File: config.mk
export PLATFORM = sky130hd
export DESIGN_NAME = sync_fifo_core
export DESIGN_NICKNAME = d
export VERILOG_FILES = /design/src/rtl/sync_fifo_core.sv
export SDC_FILE = /design/constraint.sdc
export NUM_CORES = 1
export LEC_CHECK = 0
export ABC_AREA = 1
export CORE_MARGIN = 2
export CORE_UTILIZATION = 60
export DETAILED_ROUTE_END_ITERATION = 8
export GPL_TIMING_DRIVEN = 1
export PLACE_DENSITY = 0.8
export SETUP_SLACK_MARGIN = 0.1
export SYNTH_ARGS = -nofsm -noshare
export SYNTH_HDL_FRONTEND = slang
export SYNTH_SLANG_ARGS = --single-unit
export TNS_END_PERCENT = 10
File: constraint.sdc
create_clock -name clock -period 4.2 [get_ports clock]
set_input_delay 1.05 -clock clock [delete_from_list [all_inputs] [get_ports clock]]
set_output_delay 1.05 -clock clock [all_outputs]
set_load 0.01 [all_outputs]
File: src/rtl/sync_fifo_core.sv
// sync_fifo_core: single-clock FIFO; in clock/reset/wn/rn/data_in, out data_out/full/empty/almost_full/almost_empty/count/overflow/underflow
module sync_fifo_core #(
  parameter int DATA_W = 8,
  parameter int DEPTH = 16,
  parameter int AF_TH = 14,
  parameter int AE_TH = 2
) (
  input  logic                     clock,
  input  logic                     reset,
  input  logic                     wn,
  input  logic                     rn,
  input  logic [DATA_W-1:0]        data_in,
  output logic [DATA_W-1:0]        data_out,
  output logic                     full,
  output logic                     empty,
  output logic                     almost_full,
  output logic                     almost_empty,
  output logic [$clog2(DEPTH):0]   count,
  output logic                     overflow,
  output logic                     underflow
);
  localparam int AW = $clog2(DEPTH);
  localparam int CW = AW + 1;
  logic [DATA_W-1:0] mem [DEPTH];
  logic [AW-1:0] wr_ptr, rd_ptr;
  logic wr_en, rd_en;
  assign full = count == CW'(DEPTH);
  assign empty = count == '0;
  assign almost_full = count >= CW'(AF_TH);
  assign almost_empty = count <= CW'(AE_TH);
  // a read in the same edge frees a slot, so a full FIFO still takes the write
  assign wr_en = wn & (~full | rn);
  assign rd_en = rn & ~empty;
  always_ff @(posedge clock)
    if (wr_en) mem[wr_ptr] <= data_in;
  always_ff @(posedge clock or posedge reset)
    if (reset) begin
      wr_ptr <= '0;
      rd_ptr <= '0;
      count <= '0;
      data_out <= '0;
      overflow <= 1'b0;
      underflow <= 1'b0;
    end else begin
      wr_ptr <= wr_en ? wr_ptr + 1'b1 : wr_ptr;
      rd_ptr <= rd_en ? rd_ptr + 1'b1 : rd_ptr;
      count <= (wr_en & ~rd_en) ? count + 1'b1 : (rd_en & ~wr_en) ? count - 1'b1 : count;
      data_out <= rd_en ? mem[rd_ptr] : data_out;
      overflow <= wn & full & ~rn;
      underflow <= rn & empty;
    end
endmodule
[Word level (Yosys, flattened, before mapping)]
Memories as Yosys holds them, arrays and structs flattened. A register that Yosys moved wholly into a read port is not among the register bits.
Index checks and enable logic that the tools add are counted.
Storage, ports and cells
  register bits: 15
  memories kept: 1
  output and inout bits: 19
  RAM bits: 128
Memories
  mem: depth 16, bits a word 8, read ports 1, clocked after memory_dff 1, write ports 1, line 24  | logic [DATA_W-1:0] mem [DEPTH];
Operators by class
  order comparisons: 2
  add/sub/neg operators: 4
  reductions and logical operators: 2
  multiplexer cells: 4
  eq/ne operators: 1
  bitwise gates (word level): 13
Operator list (number)
  $mux W5: 2
  $add A4 B1 Y4 const B: 2
  $and A1 B1 Y1: 7
  $add A5 B1 Y5 const B: 1
  $eq A5 B5 Y1 const B: 1
  $ge A5 B4 Y1 const B: 1
  $le A5 B2 Y1 const B: 1
  $logic_not A5 Y1: 1
  $not A1 Y1: 5
  $sub A5 B1 Y5 const B: 1
  $mux W1: 2
  $reduce_bool A2 Y1: 1
  $or A1 B1 Y1: 1

[Depth between registers and ports, before layout]
  depth in word-level cells: 8
  depth in mapped cells: 13
  gate-level depth less buffers: 13

[Worst setup path after synthesis]
No wires, ideal clock.
  path kind: input-to-reg
  start: input port rn
  end: register count[4]
  path buffers: 0
  library setup time: 0.121 ns
  required time: 4.079 ns
  cell stages on the path: 11
  arrival time: 2.508 ns
  setup slack: 1.571 ns
  cell sequence: inv_1 > a21oi_4 > ha_1 > inv_1 > fa_1 > nand3_1 > nand2_1 > a21oi_1 > o21ai_0 > nand2_1 > nand2_1
On the way
  word-level cells in the longest chain between the ends: 5
  elaborated cells between the ends (all ways): 9
  classes of those cells: mux (1); bitwise (7); reduce/logical (1)
RTL lines
  from (decl): line 11  | input logic rn,
  $or A1 B1 Y1 *: line 32  | assign wr_en = wn & (~full | rn);
  $and A1 B1 Y1 *: line 32
  via wr_en: line 26  | logic wr_en, rd_en;
  $not A1 Y1: line 47  | count <= (wr_en & ~rd_en) ? count + 1'b1 : (rd_en & ~wr_en) ? count - 1'b1 : count;
  $and A1 B1 Y1: line 47
  $reduce_bool A2 Y1 (no line)
  to (signal assigned): line 47
  to (decl): line 18  | output logic [$clog2(DEPTH):0] count,
Mark *: on every way through the listed nets, which the timed path passes. The rest lies on a longest branch.
A chain may end at the register's enable or synchronous reset.

[Worst setup path in the final report]
  start: register count[1]
  end: output port full
On the way
  word-level cells in the longest chain between the ends: 1
RTL lines
  $eq A5 B5 Y1: line 27  | assign full = count == CW'(DEPTH);
  to (decl): line 14  | output logic full,
Every way passes these cells.

==> qor_table.md <==
| Group | Quantity | Reported |
|---|---|---|
| floorplanning | Number of standard-cell rows in the floorplan | 38 |
| power and ir drop | Switch Pwr | 0.00189 W |
| worst setup path | Highest net fanout along the worst path | 7 |
| worst setup path | Sort of element at the start of the critical path | flip-flop |
| synth | Cell type with the highest aggregate area in the netlist | edfxtp_1 |
| placement | DP Wirelength | 8980 µm |
| placement | Gp weighted congestion | 0.886 |
| global routing | GRT Max-Usage Layer | met2 |
| hold path | Worst min-delay path class | flip-flop to flip-flop |
| timing | Share of the clock period used by the worst path after layout | 0.729 |
| cells and area | Signed area change from the synthesized netlist to the final layout | 13.6% |
| floorplanning | Full die area | 12,000 µm² |
| routing | Wirelength per Cell | 16.5 µm |
| clocking | Count of instances resized after the clock tree is built | 0 |
| placement | Post-Place Worst Slack | 832 ps |
| synth | Cell area after technology mapping | 6680 µm² |
| power and ir drop | Standby leakage power | 3.33 nW |
| routing | Final routed wirelength across all metal layers | 13,900 µm |
| power and ir drop | Maximum ir drop on the vdd rail | 0.733 mV |
| power and ir drop | Internal | 0.00329 W |
| timing | Clock Skews | 9.17 ps |
| floorplanning | Die Height | 110 µm |
| global routing | Met3 track utilization from global routing | 0.0652 |
| synth | Area fraction of the dominant cell type after synthesis | 0.575 |
| global routing | Final global-route overflow total | 0 |
| power and ir drop | Comb power frac | 0.340 |
| worst setup path | Type of element capturing the critical path | primary output |
| floorplanning | Placeable Area | 10,800 µm² |
| timing | Post-Route Setup TNS | 0 ps |
| worst setup path | Startpoint of the worst-slack reg-to-reg timing path | rd_ptr[0]$_DFFE_PP0P_ |
| floorplanning | Width of the chip | 110 µm |
| timing | RSZ-0062 raised after global routing | no |
| cells and area | Fraction of layout instances using a drive strength above 1 | 0.0485 |
| clocking | Count of hold buffers inserted by post-cts repair | 0 |
| worst setup path | Startpoint of the worst setup timing path | count[1]$_DFFE_PP0P_ |
| cells and area | Antenna Cells | 0 |
| power and ir drop | Clock share of power | 0.271 |
| global routing | Met1 track demand over resource in global routing | 0.329 |
| worst setup path | Worst endpoint data arrival time | 2010 ps |
| worst setup path | CP Data Required Time | 3150 ps |
| synth | Number of synthesis warnings | 0 |
| timing | Final setup violation count | 0 |
| routing | Routed via count | 4,600 |
| synth | Post-synthesis cell count | 665 |
| global routing | Global Route Usage Sum | 0.247 |
| synth | Synthesis-stage register bit count | 151 |
| routing | 1st-pass router iterations | 6 |
| timing | Final Critical Period | 3060 ps |
| timing | Highest clock rate | 327 MHz |
| clocking | Post-CTS clock slew at the launch and capture registers of the worst setup and hold paths | 60 ps |
| placement | Number of I/O port buffers | 30 |
| cells and area | Most frequent standard cell in the layout excluding fill and tap cells | nand2_1 |
| clocking | CTS tree | done |
| worst setup path | Destination of the worst register-to-register timing path | data_out[2]$_DFFE_PP0P_ |
| routing | Antenna viol nets, final | 0 |
| clocking | CTS sink cnt | 151 |
| cells and area | Highest-count cells in the layout ignoring fill and taps | nand2_1 (218), edfxtp_1 (128), inv_1 (111), nand3_1 (101), clkdlybuf4s50_1 (30) |
| routing | Via density | 5.47 |
| synth | Net count of the mapped netlist | 687 |
| cells and area | Final Instance Area | 7590 µm² |
| worst setup path | Reg2reg path depth | 10 |
| synth | Mean Syn Cell Area | 10.1 µm² |
| power and ir drop | Net switching fraction of the power | 0.365 |
| synth | Distinct cell type count of the synthesized netlist | 22 |
| floorplanning | Number of top-level pins | 31 |
| global routing | Initial antenna violation count | 0 |
| clocking | Largest buffer count on any clock path | 2 |
| run | Number of maximum-capacitance violations | 0 |
| timing | Number of pins exceeding their max-slew limit in the final report | 0 |
| timing | Final count of hold timing violations | 0 |
| routing | Drt first-iter violations | 457 |
| power and ir drop | Power per cell area | 683 nW/µm² |
| clocking | H-tree depth | 4 |
| power and ir drop | Seq pwr share | 0.389 |
| worst setup path | Path type of the worst setup path | flip-flop to primary output |
| global routing | GRT met2 Usage | 0.394 |
| global routing | First-pass GRT wire length | 21,300 µm |
| worst setup path | Worst setup path endpoint | full |
| clocking | Root buffer cell | clkbuf_8 |
| timing | Slew at the pin closest to its max-slew limit | 1130 ps |
| worst setup path | Setup slack of the worst register-to-register path | 1610 ps |
| clocking | Total clock buffers created by CTS | 17 |
| timing | Remaining max-slew budget at the tightest pin | 0.242 |
| status | Status | complete, no violations |
| clocking | Postcts setup bufs | 0 |
| global routing | Number of global-route vias before repair | 4,247 |
| global routing | Largest net degree at the start of global routing | 67 |
| synth | Leading cell types by total area after synthesis | edfxtp_1 (58%), nand2_1 (12%), dfrtp_1 (8.6%) |
| cells and area | Number of nets at the end of the flow | 711 |
| placement | Instance area after placement | 7040 µm² |
| synth | Fraction of the yosys area taken by sequential cells | 0.661 |
| timing | Worst path setup slack after routing | 1140 ps |
| floorplanning | Initial standard-cell utilization of the core | 0.617 |
| routing | DRC violations left | 0 |
| clocking | Clock latency reported for the late side of the worst-skew pair | 530 ps |
[per-layer routing]
| metal | share of wire | wire length (µm) |
|---|---|---|
| met2 | 0.48 | 6710 |
| met3 | 0.097 | 1340 |
| met5 | 0 | 0 |
| met4 | 0.019 | 263 |
| met1 | 0.40 | 5550 |
[Yosys cell counts, drive strengths merged]
library cell,number
a21oi,6
buf,24
clkbuf,4
clkinv,1
dfrtp,23
edfxtp,128
fa,1
ha,9
inv,112
nand2,219
nand3,101
nor2,21
nor4,1
o211ai,1
o21ai,6
xnor2,1
xor2,7
[power groups by stage]
stage	Combinational (W)	Sequential [W]	Clock (W)
4_1_cts	0.00173	0.00201	0.00142
3_3_place_gp	0.00166	0.00204	0
5_1_grt	0.00194	0.00204	0.00148
6_report	0.00176	0.00202	0.00140
2_1_floorplan	0.00120	0.00200	0
3_5_place_dp	0.00172	0.00204	0
[through the flow]
stage                     total power (W)  std cells  hold slack, ps   util
after global placement            0.00370        810             476  0.650
after floorplan                   0.00321        665             511      -
after CTS                         0.00517        841             489  0.700
after detailed placement          0.00376        810             473  0.650
after global routing              0.00545        841             509  0.700
final                             0.00518        841             490  0.700
[critical path, stage by stage, from the launching register on]
cell,delay (ps)
dfrtp_1,470
nor2_1,180
nand2_1,100
nor2_2,160
clkdlybuf4s50_1,580
[sequential cells by signal, summed over array words and instances (netlist names)]
name / cells
mem: 128
overflow: 1
wr_ptr: 4
count: 5
data_out: 8
underflow: 1
rd_ptr: 4
[cell type report]
class,instances,area [µm²]
Clock buffer,19,422
Clock inverter,12,126
Fill cell,764,3250
Inverter,113,424
Multi-Input combinational cell,373,1700
Sequential cell,151,4420
Tap cell,140,175
Timing Repair Buffer,33,323
[cell families (layout without fill, tap and decap cells)]
logic type | after synthesis | count (layout) | synth area share
and+or+nand+nor | 342 | 342 | 0.212
buffers and inverters | 141 | 177 | 0.0846
adders and majority gates | 10 | 10 | 0.0198
DFF | 151 | 151 | 0.661
AOI/OAI and AO/OA | 13 | 13 | 0.0118
xor gates and xnor gates | 8 | 8 | 0.0105
[how the worst min path moves through the flow]
| stage | startpoint | to | slack (ps) | cells past startpoint |
|---|---|---|---|---|
| CTS | data_out[5]$_DFFE_PP0P_ | data_out[5]$_DFFE_PP0P_ | 490 | 2 |
| detailed placement | data_out[5]$_DFFE_PP0P_ | data_out[5]$_DFFE_PP0P_ | 470 | 2 |
| floorplan | wr_ptr[0]$_DFFE_PP0P_ | wr_ptr[0]$_DFFE_PP0P_ | 510 | 1 |
| finish | data_out[5]$_DFFE_PP0P_ | data_out[5]$_DFFE_PP0P_ | 490 | 2 |
| global placement | data_out[4]$_DFFE_PP0P_ | data_out[4]$_DFFE_PP0P_ | 480 | 2 |
| global route | data_out[5]$_DFFE_PP0P_ | data_out[5]$_DFFE_PP0P_ | 510 | 2 |
No activity file was read; power rests on OpenSTA's default activity.
